--- src/rtl/gtxe2_chnl_tx_oob_pkg.sv ---
// ---------------------------------------------------------------------------
// gtxe2_chnl_tx_oob_pkg
// Shared SATA OOB constants for the GTXE2 channel TX generator and the RX
// OOB detector.
// Contents:
//   - default burst/gap lengths and the RX acceptance windows
//   - number of bursts per OOB sequence
//   - FSM state encoding of the TX OOB generator
// No ports (package).
// ---------------------------------------------------------------------------
package gtxe2_chnl_tx_oob_pkg;

    // Default lengths in TX clock cycles.
    localparam int OOB_BURST_LEN     = 160;
    localparam int OOB_WAKE_IDLE_LEN = 160;
    localparam int OOB_INIT_IDLE_LEN = 480;
    localparam int OOB_SAS_IDLE_LEN  = 1440;
    localparam int OOB_BURSTS_NUM    = 6;
    localparam int OOB_CNT_W         = 12;

    // RX acceptance windows, half-open [min, max).
    localparam int RX_BURST_MIN = 150;
    localparam int RX_BURST_MAX = 340;
    localparam int RX_WAKE_MIN  = 150;
    localparam int RX_WAKE_MAX  = 340;
    localparam int RX_INIT_MIN  = 450;
    localparam int RX_INIT_MAX  = 990;
    localparam int RX_BURSTS_MIN = 5;

    typedef enum logic [1:0] {
        ST_IDLE   = 2'd0,
        ST_BURST  = 2'd1,
        ST_GAP    = 2'd2,
        ST_FINISH = 2'd3
    } oob_state_t;

endpackage

--- src/rtl/gtxe2_chnl_tx_oob_if.sv ---
// ---------------------------------------------------------------------------
// gtxe2_chnl_tx_oob_if
// Request/response and line signals of the TX OOB generator.
//   TXELECIDLE  : must stay 1 for the whole sequence
//   TXCOMINIT   : single-cycle COMINIT/COMRESET request
//   TXCOMWAKE   : single-cycle COMWAKE request
//   TXCOMSAS    : single-cycle COMSAS request (only with GTXE2_TX_OOB_COMSAS_EN)
//   TXCOMFINISH : one-cycle pulse when a sequence completes
//   oob_active  : 1 while a burst or gap is driven (TX mux select)
//   oob_p/oob_n : line values while oob_active=1
// Modports: master = requester (PCS side / bench), slave = generator.
// ---------------------------------------------------------------------------
interface gtxe2_chnl_tx_oob_if;
    logic TXELECIDLE;
    logic TXCOMINIT;
    logic TXCOMWAKE;
`ifdef GTXE2_TX_OOB_COMSAS_EN
    logic TXCOMSAS;
`endif
    logic TXCOMFINISH;
    logic oob_active;
    logic oob_p;
    logic oob_n;

    modport master (
        output TXELECIDLE, TXCOMINIT, TXCOMWAKE,
`ifdef GTXE2_TX_OOB_COMSAS_EN
        output TXCOMSAS,
`endif
        input  TXCOMFINISH, oob_active, oob_p, oob_n
    );

    modport slave (
        input  TXELECIDLE, TXCOMINIT, TXCOMWAKE,
`ifdef GTXE2_TX_OOB_COMSAS_EN
        input  TXCOMSAS,
`endif
        output TXCOMFINISH, oob_active, oob_p, oob_n
    );
endinterface

--- src/rtl/gtxe2_chnl_oob_timer.sv ---
// ---------------------------------------------------------------------------
// gtxe2_chnl_oob_timer
// CNT_W-bit up-counter used to time bursts and gaps.
//   clk     in  : clock
//   reset_n in  : asynchronous active-low reset
//   clr     in  : synchronous clear (count restarts at 0 next cycle)
//   len     in  : current interval length
//   done    out : cnt == len-1 (last cycle of the interval)
// The count holds at len-1 instead of wrapping if clr is not asserted.
// ---------------------------------------------------------------------------
module gtxe2_chnl_oob_timer #(
    parameter int CNT_W = 12
) (
    input  logic             clk,
    input  logic             reset_n,
    input  logic             clr,
    input  logic [CNT_W-1:0] len,
    output logic             done
);
    logic [CNT_W-1:0] cnt_q;
    logic [CNT_W-1:0] cnt_d;

    assign done = (cnt_q == len - CNT_W'(1));

    always_comb begin
        cnt_d = cnt_q;
        if (clr) begin
            cnt_d = '0;
        end else if (!done) begin
            cnt_d = cnt_q + CNT_W'(1);
        end
    end

    always_ff @(posedge clk or negedge reset_n) begin
        if (!reset_n) begin
            cnt_q <= '0;
        end else begin
            cnt_q <= cnt_d;
        end
    end
endmodule

--- src/rtl/gtxe2_chnl_tx_oob.sv ---
// ---------------------------------------------------------------------------
// gtxe2_chnl_tx_oob
// SATA OOB signal generator for the GTXE2 channel TX path. On a COMINIT or
// COMWAKE request (and COMSAS when GTXE2_TX_OOB_COMSAS_EN is defined) it
// drives BURSTS_NUM bursts of TXP/TXN toggling, each followed by an
// electrical-idle gap of the request's length, then pulses TXCOMFINISH.
// Ports:
//   clk     in : channel TX clock
//   reset_n in : asynchronous active-low reset
//   bus        : gtxe2_chnl_tx_oob_if.slave (requests in, line/status out)
// Optional feature macro: GTXE2_TX_OOB_COMSAS_EN (adds TXCOMSAS, priority
// INIT > SAS > WAKE).
// ---------------------------------------------------------------------------
module gtxe2_chnl_tx_oob
    import gtxe2_chnl_tx_oob_pkg::*;
#(
    parameter int BURST_LEN     = OOB_BURST_LEN,
    parameter int WAKE_IDLE_LEN = OOB_WAKE_IDLE_LEN,
    parameter int INIT_IDLE_LEN = OOB_INIT_IDLE_LEN,
`ifdef GTXE2_TX_OOB_COMSAS_EN
    parameter int SAS_IDLE_LEN  = OOB_SAS_IDLE_LEN,
`endif
    parameter int BURSTS_NUM    = OOB_BURSTS_NUM,
    parameter int CNT_W         = OOB_CNT_W
) (
    input  logic                  clk,
    input  logic                  reset_n,
    gtxe2_chnl_tx_oob_if.slave    bus
);
    localparam int BCNT_W = $clog2(BURSTS_NUM + 1);
    localparam logic [BCNT_W-1:0] BCNT_LAST = BCNT_W'(BURSTS_NUM);
    localparam logic [CNT_W-1:0]  BURST_C   = CNT_W'(BURST_LEN);
    localparam logic [CNT_W-1:0]  WAKE_C    = CNT_W'(WAKE_IDLE_LEN);
    localparam logic [CNT_W-1:0]  INIT_C    = CNT_W'(INIT_IDLE_LEN);
`ifdef GTXE2_TX_OOB_COMSAS_EN
    localparam logic [CNT_W-1:0]  SAS_C     = CNT_W'(SAS_IDLE_LEN);
`endif

    oob_state_t        state_q, state_d;
    logic [CNT_W-1:0]  sel_len_q, sel_len_d;
    logic [BCNT_W-1:0] bcnt_q, bcnt_d;
    logic              tog_q, tog_d;
    logic [CNT_W-1:0]  tim_len;
    logic              tim_clr;
    logic              tim_done;

    gtxe2_chnl_oob_timer #(.CNT_W(CNT_W)) u_timer (
        .clk     (clk),
        .reset_n (reset_n),
        .clr     (tim_clr),
        .len     (tim_len),
        .done    (tim_done)
    );

    always_comb begin
        state_d   = state_q;
        sel_len_d = sel_len_q;
        bcnt_d    = bcnt_q;
        tog_d     = 1'b0;
        tim_len   = BURST_C;
        case (state_q)
            ST_IDLE: begin
                bcnt_d = '0;
                if (bus.TXELECIDLE) begin
                    if (bus.TXCOMINIT) begin
                        state_d   = ST_BURST;
                        sel_len_d = INIT_C;
`ifdef GTXE2_TX_OOB_COMSAS_EN
                    end else if (bus.TXCOMSAS) begin
                        state_d   = ST_BURST;
                        sel_len_d = SAS_C;
`endif
                    end else if (bus.TXCOMWAKE) begin
                        state_d   = ST_BURST;
                        sel_len_d = WAKE_C;
                    end
                end
                // Each burst starts with oob_p=1.
                tog_d = (state_d == ST_BURST);
            end
            ST_BURST: begin
                tog_d = ~tog_q;
                if (!bus.TXELECIDLE) begin
                    state_d = ST_IDLE;
                end else if (tim_done) begin
                    state_d = ST_GAP;
                end
            end
            ST_GAP: begin
                tim_len = sel_len_q;
                if (!bus.TXELECIDLE) begin
                    state_d = ST_IDLE;
                end else if (tim_done) begin
                    bcnt_d = bcnt_q + BCNT_W'(1);
                    if (bcnt_d == BCNT_LAST) begin
                        state_d = ST_FINISH;
                    end else begin
                        state_d = ST_BURST;
                        tog_d   = 1'b1;
                    end
                end
            end
            default: begin
                state_d = ST_IDLE;
            end
        endcase
        // Timer restarts on every state change and stays clear outside
        // the timed states.
        tim_clr = (state_d != state_q) ||
                  !((state_q == ST_BURST) || (state_q == ST_GAP));
    end

    always_ff @(posedge clk or negedge reset_n) begin
        if (!reset_n) begin
            state_q   <= ST_IDLE;
            sel_len_q <= '0;
            bcnt_q    <= '0;
            tog_q     <= 1'b0;
        end else begin
            state_q   <= state_d;
            sel_len_q <= sel_len_d;
            bcnt_q    <= bcnt_d;
            tog_q     <= tog_d;
        end
    end

    // Outputs decode directly from state so a reset clears them at once.
    assign bus.TXCOMFINISH = (state_q == ST_FINISH);
    assign bus.oob_active  = (state_q == ST_BURST) || (state_q == ST_GAP);
    assign bus.oob_p       = (state_q == ST_BURST) &&  tog_q;
    assign bus.oob_n       = (state_q == ST_BURST) && !tog_q;
endmodule
--- src/flat_wrapper.sv ---
// flat-port wrapper written by rule: the top's interface ports become plain ports
module gtxe2_chnl_tx_oob_flat import gtxe2_chnl_tx_oob_pkg::*;
#(
    parameter int BURST_LEN     = OOB_BURST_LEN,
    parameter int WAKE_IDLE_LEN = OOB_WAKE_IDLE_LEN,
    parameter int INIT_IDLE_LEN = OOB_INIT_IDLE_LEN,

    parameter int BURSTS_NUM    = OOB_BURSTS_NUM,
    parameter int CNT_W         = OOB_CNT_W
)
  (clk, reset_n, bus_TXELECIDLE, bus_TXCOMINIT, bus_TXCOMWAKE, bus_TXCOMFINISH, bus_oob_active, bus_oob_p, bus_oob_n);
  gtxe2_chnl_tx_oob_if bus_i ();
  input  logic clk;
  input  logic reset_n;
  input wire logic [$bits(bus_i.TXELECIDLE)-1:0] bus_TXELECIDLE;
  input wire logic [$bits(bus_i.TXCOMINIT)-1:0] bus_TXCOMINIT;
  input wire logic [$bits(bus_i.TXCOMWAKE)-1:0] bus_TXCOMWAKE;
  output wire logic [$bits(bus_i.TXCOMFINISH)-1:0] bus_TXCOMFINISH;
  output wire logic [$bits(bus_i.oob_active)-1:0] bus_oob_active;
  output wire logic [$bits(bus_i.oob_p)-1:0] bus_oob_p;
  output wire logic [$bits(bus_i.oob_n)-1:0] bus_oob_n;
  assign bus_i.TXELECIDLE = bus_TXELECIDLE;
  assign bus_i.TXCOMINIT = bus_TXCOMINIT;
  assign bus_i.TXCOMWAKE = bus_TXCOMWAKE;
  assign bus_TXCOMFINISH = bus_i.TXCOMFINISH;
  assign bus_oob_active = bus_i.oob_active;
  assign bus_oob_p = bus_i.oob_p;
  assign bus_oob_n = bus_i.oob_n;
  gtxe2_chnl_tx_oob #(.BURST_LEN(BURST_LEN), .WAKE_IDLE_LEN(WAKE_IDLE_LEN), .INIT_IDLE_LEN(INIT_IDLE_LEN), .BURSTS_NUM(BURSTS_NUM), .CNT_W(CNT_W)) u_core (.clk(clk), .reset_n(reset_n), .bus(bus_i));
endmodule
--- config.mk ---
export PLATFORM = sky130hd
export DESIGN_NAME = gtxe2_chnl_tx_oob_flat
export DESIGN_NICKNAME = d
export VERILOG_FILES = /design/src/rtl/gtxe2_chnl_tx_oob_pkg.sv /design/src/rtl/gtxe2_chnl_tx_oob_if.sv /design/src/rtl/gtxe2_chnl_oob_timer.sv /design/src/rtl/gtxe2_chnl_tx_oob.sv /design/src/flat_wrapper.sv
export SDC_FILE = /design/constraint.sdc
export NUM_CORES = 1
export LEC_CHECK = 0
export BUFFER_PORTS_ARGS = -buffer_cell sky130_fd_sc_hd__buf_2
export CAP_MARGIN = 30
export CORE_AREA = 2 2 53 55
export DETAILED_ROUTE_END_ITERATION = 16
export DIE_AREA = 0 0 55 57
export GPL_ROUTABILITY_DRIVEN = 0
export HOLD_SLACK_MARGIN = 0.15
export PLACE_DENSITY = 0.77
export REMOVE_ABC_BUFFERS = 1
export SYNTH_ARGS = -nofsm -noshare
export SYNTH_HDL_FRONTEND = slang
export SYNTH_SLANG_ARGS = --single-unit
export TNS_END_PERCENT = 20
--- constraint.sdc ---
create_clock -name clk -period 3.77 [get_ports clk]
set_clock_uncertainty 0.2 [all_clocks]
set_input_delay 0.754 -clock clk [delete_from_list [all_inputs] [get_ports clk]]
set_output_delay 0.754 -clock clk [all_outputs]
set_load 0.02 [all_outputs]
==> flow_metrics.tcl <==
set metrics [dict create \
    fill_cells 213 \
    reg2reg_slack_ps 630 \
    htreeDepth 1 \
    grt_pass1_vias 1183 \
    wl_per_cell_um 15.3 \
    die_h_um 57 \
    yosys_register_bits 20 \
    vias_per_cell 6.33 \
    critPathMaxStageDelay_ps 530 \
    io_pins 9 \
    synth_ff_type "dfrtp_1" \
    cts_setup_buffers 0 \
    clk_pin_slew_ps 120 \
    drt_iter0_drc 31 \
    relSlewSlack_pct 70.0 \
    ys_warn_count 0 \
    grt_antenna_before_repair 0 \
    grt_use_total_pct 21.6 \
    crit_chain "inv_1 > ha_1 > and2b_4 > ha_1 > xor2_1 > nor3_1 > and4_4 > mux2_2 > a211oi_1" \
    row_count 19 \
    core_area_um2 2620 \
    end_kind "flip-flop" \
    ff_latch_area_um2 500 \
    diodes 0 \
    clk_latency_ps 300 \
    drv_cap 0 \
    powerDensity_nw_per_um2 459 \
    crit_top_cell "ha_1" \
    status "finished, final reports clean" \
    wl_met1_um 1360 \
    critPathSlowestCell "dfrtp_1" \
    ant_nets 0 \
    hp-class "input port to asynchronous set/reset pin" \
    cp.arrival_ps 3160 \
    setup_violations 0 \
    vias 1247 \
    postLayoutCoreUtil_pct 58.4 \
    period_share_pct 83.4 \
    drv_slew 0 \
    rsz0062_at_grt "false" \
    yosysSeqAreaShare_pct 33.6 \
    portBuffers 8 \
    period_minus_slack_ps 3140 \
    dieArea_um2 3140 \
    worstPathRequired_ps 3790 \
    fin_nets 182 \
    post_cts_resize_count 0 \
    totalNegativeSetupSlack_ps 0 \
    p_leak_uw 0.000629 \
    syn_area_um2 1490 \
    cts.sinks 20 \
    wl_um 3020 \
    firstDrtPassIters 4 \
    die_w_um 55 \
    dr_wl_met3_um 94 \
    start_util_pct 56.9 \
    grt_max_degree 30 \
    ctsHoldBuffers 0 \
    synth_cells 161 \
    multi_input_area_um2 858 \
    finalHoldViolCount 0 \
    fmax_mhz 318 \
    grt.overflow.total 0 \
    cp-start-kind "flip-flop" \
    cp_max_fo 29 \
    highest_layer "met4" \
    wl_met2_um 1540 \
    path_class "flip-flop to flip-flop" \
    worst_slew_pin_slew_ps 450 \
    root_buffer "clkbuf_4" \
    syn_to_final_growth_pct 2.61 \
    ir_worst_vdd_mv 0.352 \
    numCtsBuffers 3 \
    grt_first_pass_wirelength_um 5180 \
    synth.distinct_cells 46 \
    syn_area_per_cell_um2 9.25 \
    cts_tree "built" \
    drive_gt1_share_pct 12.0 \
    hpwlAfterDp_um 2170 \
    async_flop_share_pct 100 \
    route.detailed.drc 0 \
    clockBufferDepth 2 \
    synth-edff-count 0 \
]
==> layer usage <==
layer / GRT usage [%] / up-vias
li1: - / 606
met1: 31.0 / 612
met2: 34.2 / 25
met3: 3.14 / 4
met4: 5.57 / 0
met5: 0 / -
==> cell families (layout without fill, tap and decap cells) <==
family                     Yosys count  count (layout)  synth area share [%]
xor gates and xnor gates             5               5                  2.94
and+or+nand+nor                     57              57                  22.6
adders and majority gates           10              10                  8.40
AOI/OAI and AO/OA                   51              51                  22.3
DFF                                 20              20                  33.6
muxes                                2               2                  1.43
buffers and inverters               16              21                  8.74
==> sequential cells by signal, summed over array words and instances, names as in the netlist <==
| register | count |
|---|---|
| u_core.state_q | 2 |
| u_core.tog_q | 1 |
| u_core.bcnt_q | 3 |
| u_core.u_timer.cnt_q | 12 |
| u_core.sel_len_q | 2 |
==> worst paths after layout <==
path	startpoint	depth (start not counted)	to
max	u_core.state_q[0]$_DFF_PN0_	9	u_core.u_timer.cnt_q[0]$_DFFE_PN0P_
min	reset_n	1	u_core.sel_len_q[6]$_DFFE_PN0P_
max reg2reg	u_core.state_q[0]$_DFF_PN0_	9	u_core.u_timer.cnt_q[0]$_DFFE_PN0P_
min reg2reg	u_core.sel_len_q[7]$_DFFE_PN0P_	1	u_core.sel_len_q[7]$_DFFE_PN0P_
max in group asynchronous	reset_n	1	u_core.u_timer.cnt_q[3]$_DFFE_PN0P_
min in group clk	u_core.sel_len_q[7]$_DFFE_PN0P_	1	u_core.sel_len_q[7]$_DFFE_PN0P_
==> layout make-up <==
class	count	share of cell area, %
clock buffers	3	1.47
inverters	8	1.97
clock inverters	1	1.97
repair buffers	9	3.11
multi-input cells	125	56.2
well taps	31	2.54
flip-flops and latches	20	32.8
==> report_power, final <==
group	internal (uW)	switching, uW
clock	107	70.3
sequential	241	32.7
combinational	97.9	152
total	446	255
==> synth_stat cells (all sizes together), types with 2 or more instances <==
| master | instances | area share (%) |
|---|---|---|
| a31oi | 2 | 0.84 |
| o21ai | 11 | 3.7 |
| nor2b | 3 | 1.3 |
| nand4 | 5 | 2.1 |
| nand2b | 2 | 0.84 |
| and2 | 6 | 2.5 |
| nand2 | 9 | 2.3 |
| or3 | 6 | 2.7 |
| or4 | 4 | 2.0 |
| o31ai | 4 | 2.0 |
| a21o | 2 | 1.1 |
| xor2 | 2 | 1.2 |
| buf | 6 | 4.9 |
| a221o | 2 | 1.3 |
| clkbuf | 2 | 1.8 |
| xnor2 | 3 | 1.8 |
| inv | 8 | 2.0 |
| a211oi | 2 | 1.0 |
| nand3 | 8 | 3.0 |
| a21oi | 15 | 5.0 |
| o211ai | 3 | 1.5 |
| nor2 | 6 | 1.5 |
| a32oi | 2 | 1.2 |
| dfrtp | 20 | 34 |
| ha | 10 | 8.4 |
| o21a | 2 | 1.0 |
| a211o | 2 | 1.2 |
==> critical path, delay by kind of cell, from the launching register on <==
family	cells	cell delay, ps
AO/OA/AOI/OAI	1	210
adder cells (fa/ha/maj)	2	550
XOR/XNOR	1	160
AND/OR/NAND/NOR	3	880
flip-flops	1	530
multiplexers	1	370
buffers and inverters	1	150
==> cells in the final DEF, fill, tap and decap left out, drive strengths merged, types with 2 or more instances in the layout <==
cell type	Yosys	layout
dfrtp	20	20
a21oi	15	15
o211ai	3	3
inv	8	8
a21o	2	2
or3	6	6
xnor2	3	3
a221o	2	2
o21a	2	2
a32oi	2	2
a31oi	2	2
buf	6	9
o21ai	11	11
o31ai	4	4
and2	6	6
nor2b	3	3
clkbuf	2	3
nand2	9	9
nand2b	2	2
xor2	2	2
a211oi	2	2
nand4	5	5
a211o	2	2
or4	4	4
nand3	8	8
nor2	6	6
ha	10	10
==> per-stage QoR <==
step	instance area, um^2	std cells	hold slack, ps	setup slack (ps)	power (uW)
6_report	1530	197	176	627	701
5_1_grt	1530	197	208	413	744
3_3_place_gp	1480	193	262	817	509
4_1_cts	1530	197	195	628	701
2_1_floorplan	1390	153	235	751	452
3_5_place_dp	1480	193	310	685	522
No activity file was read; power rests on OpenSTA's default activity.
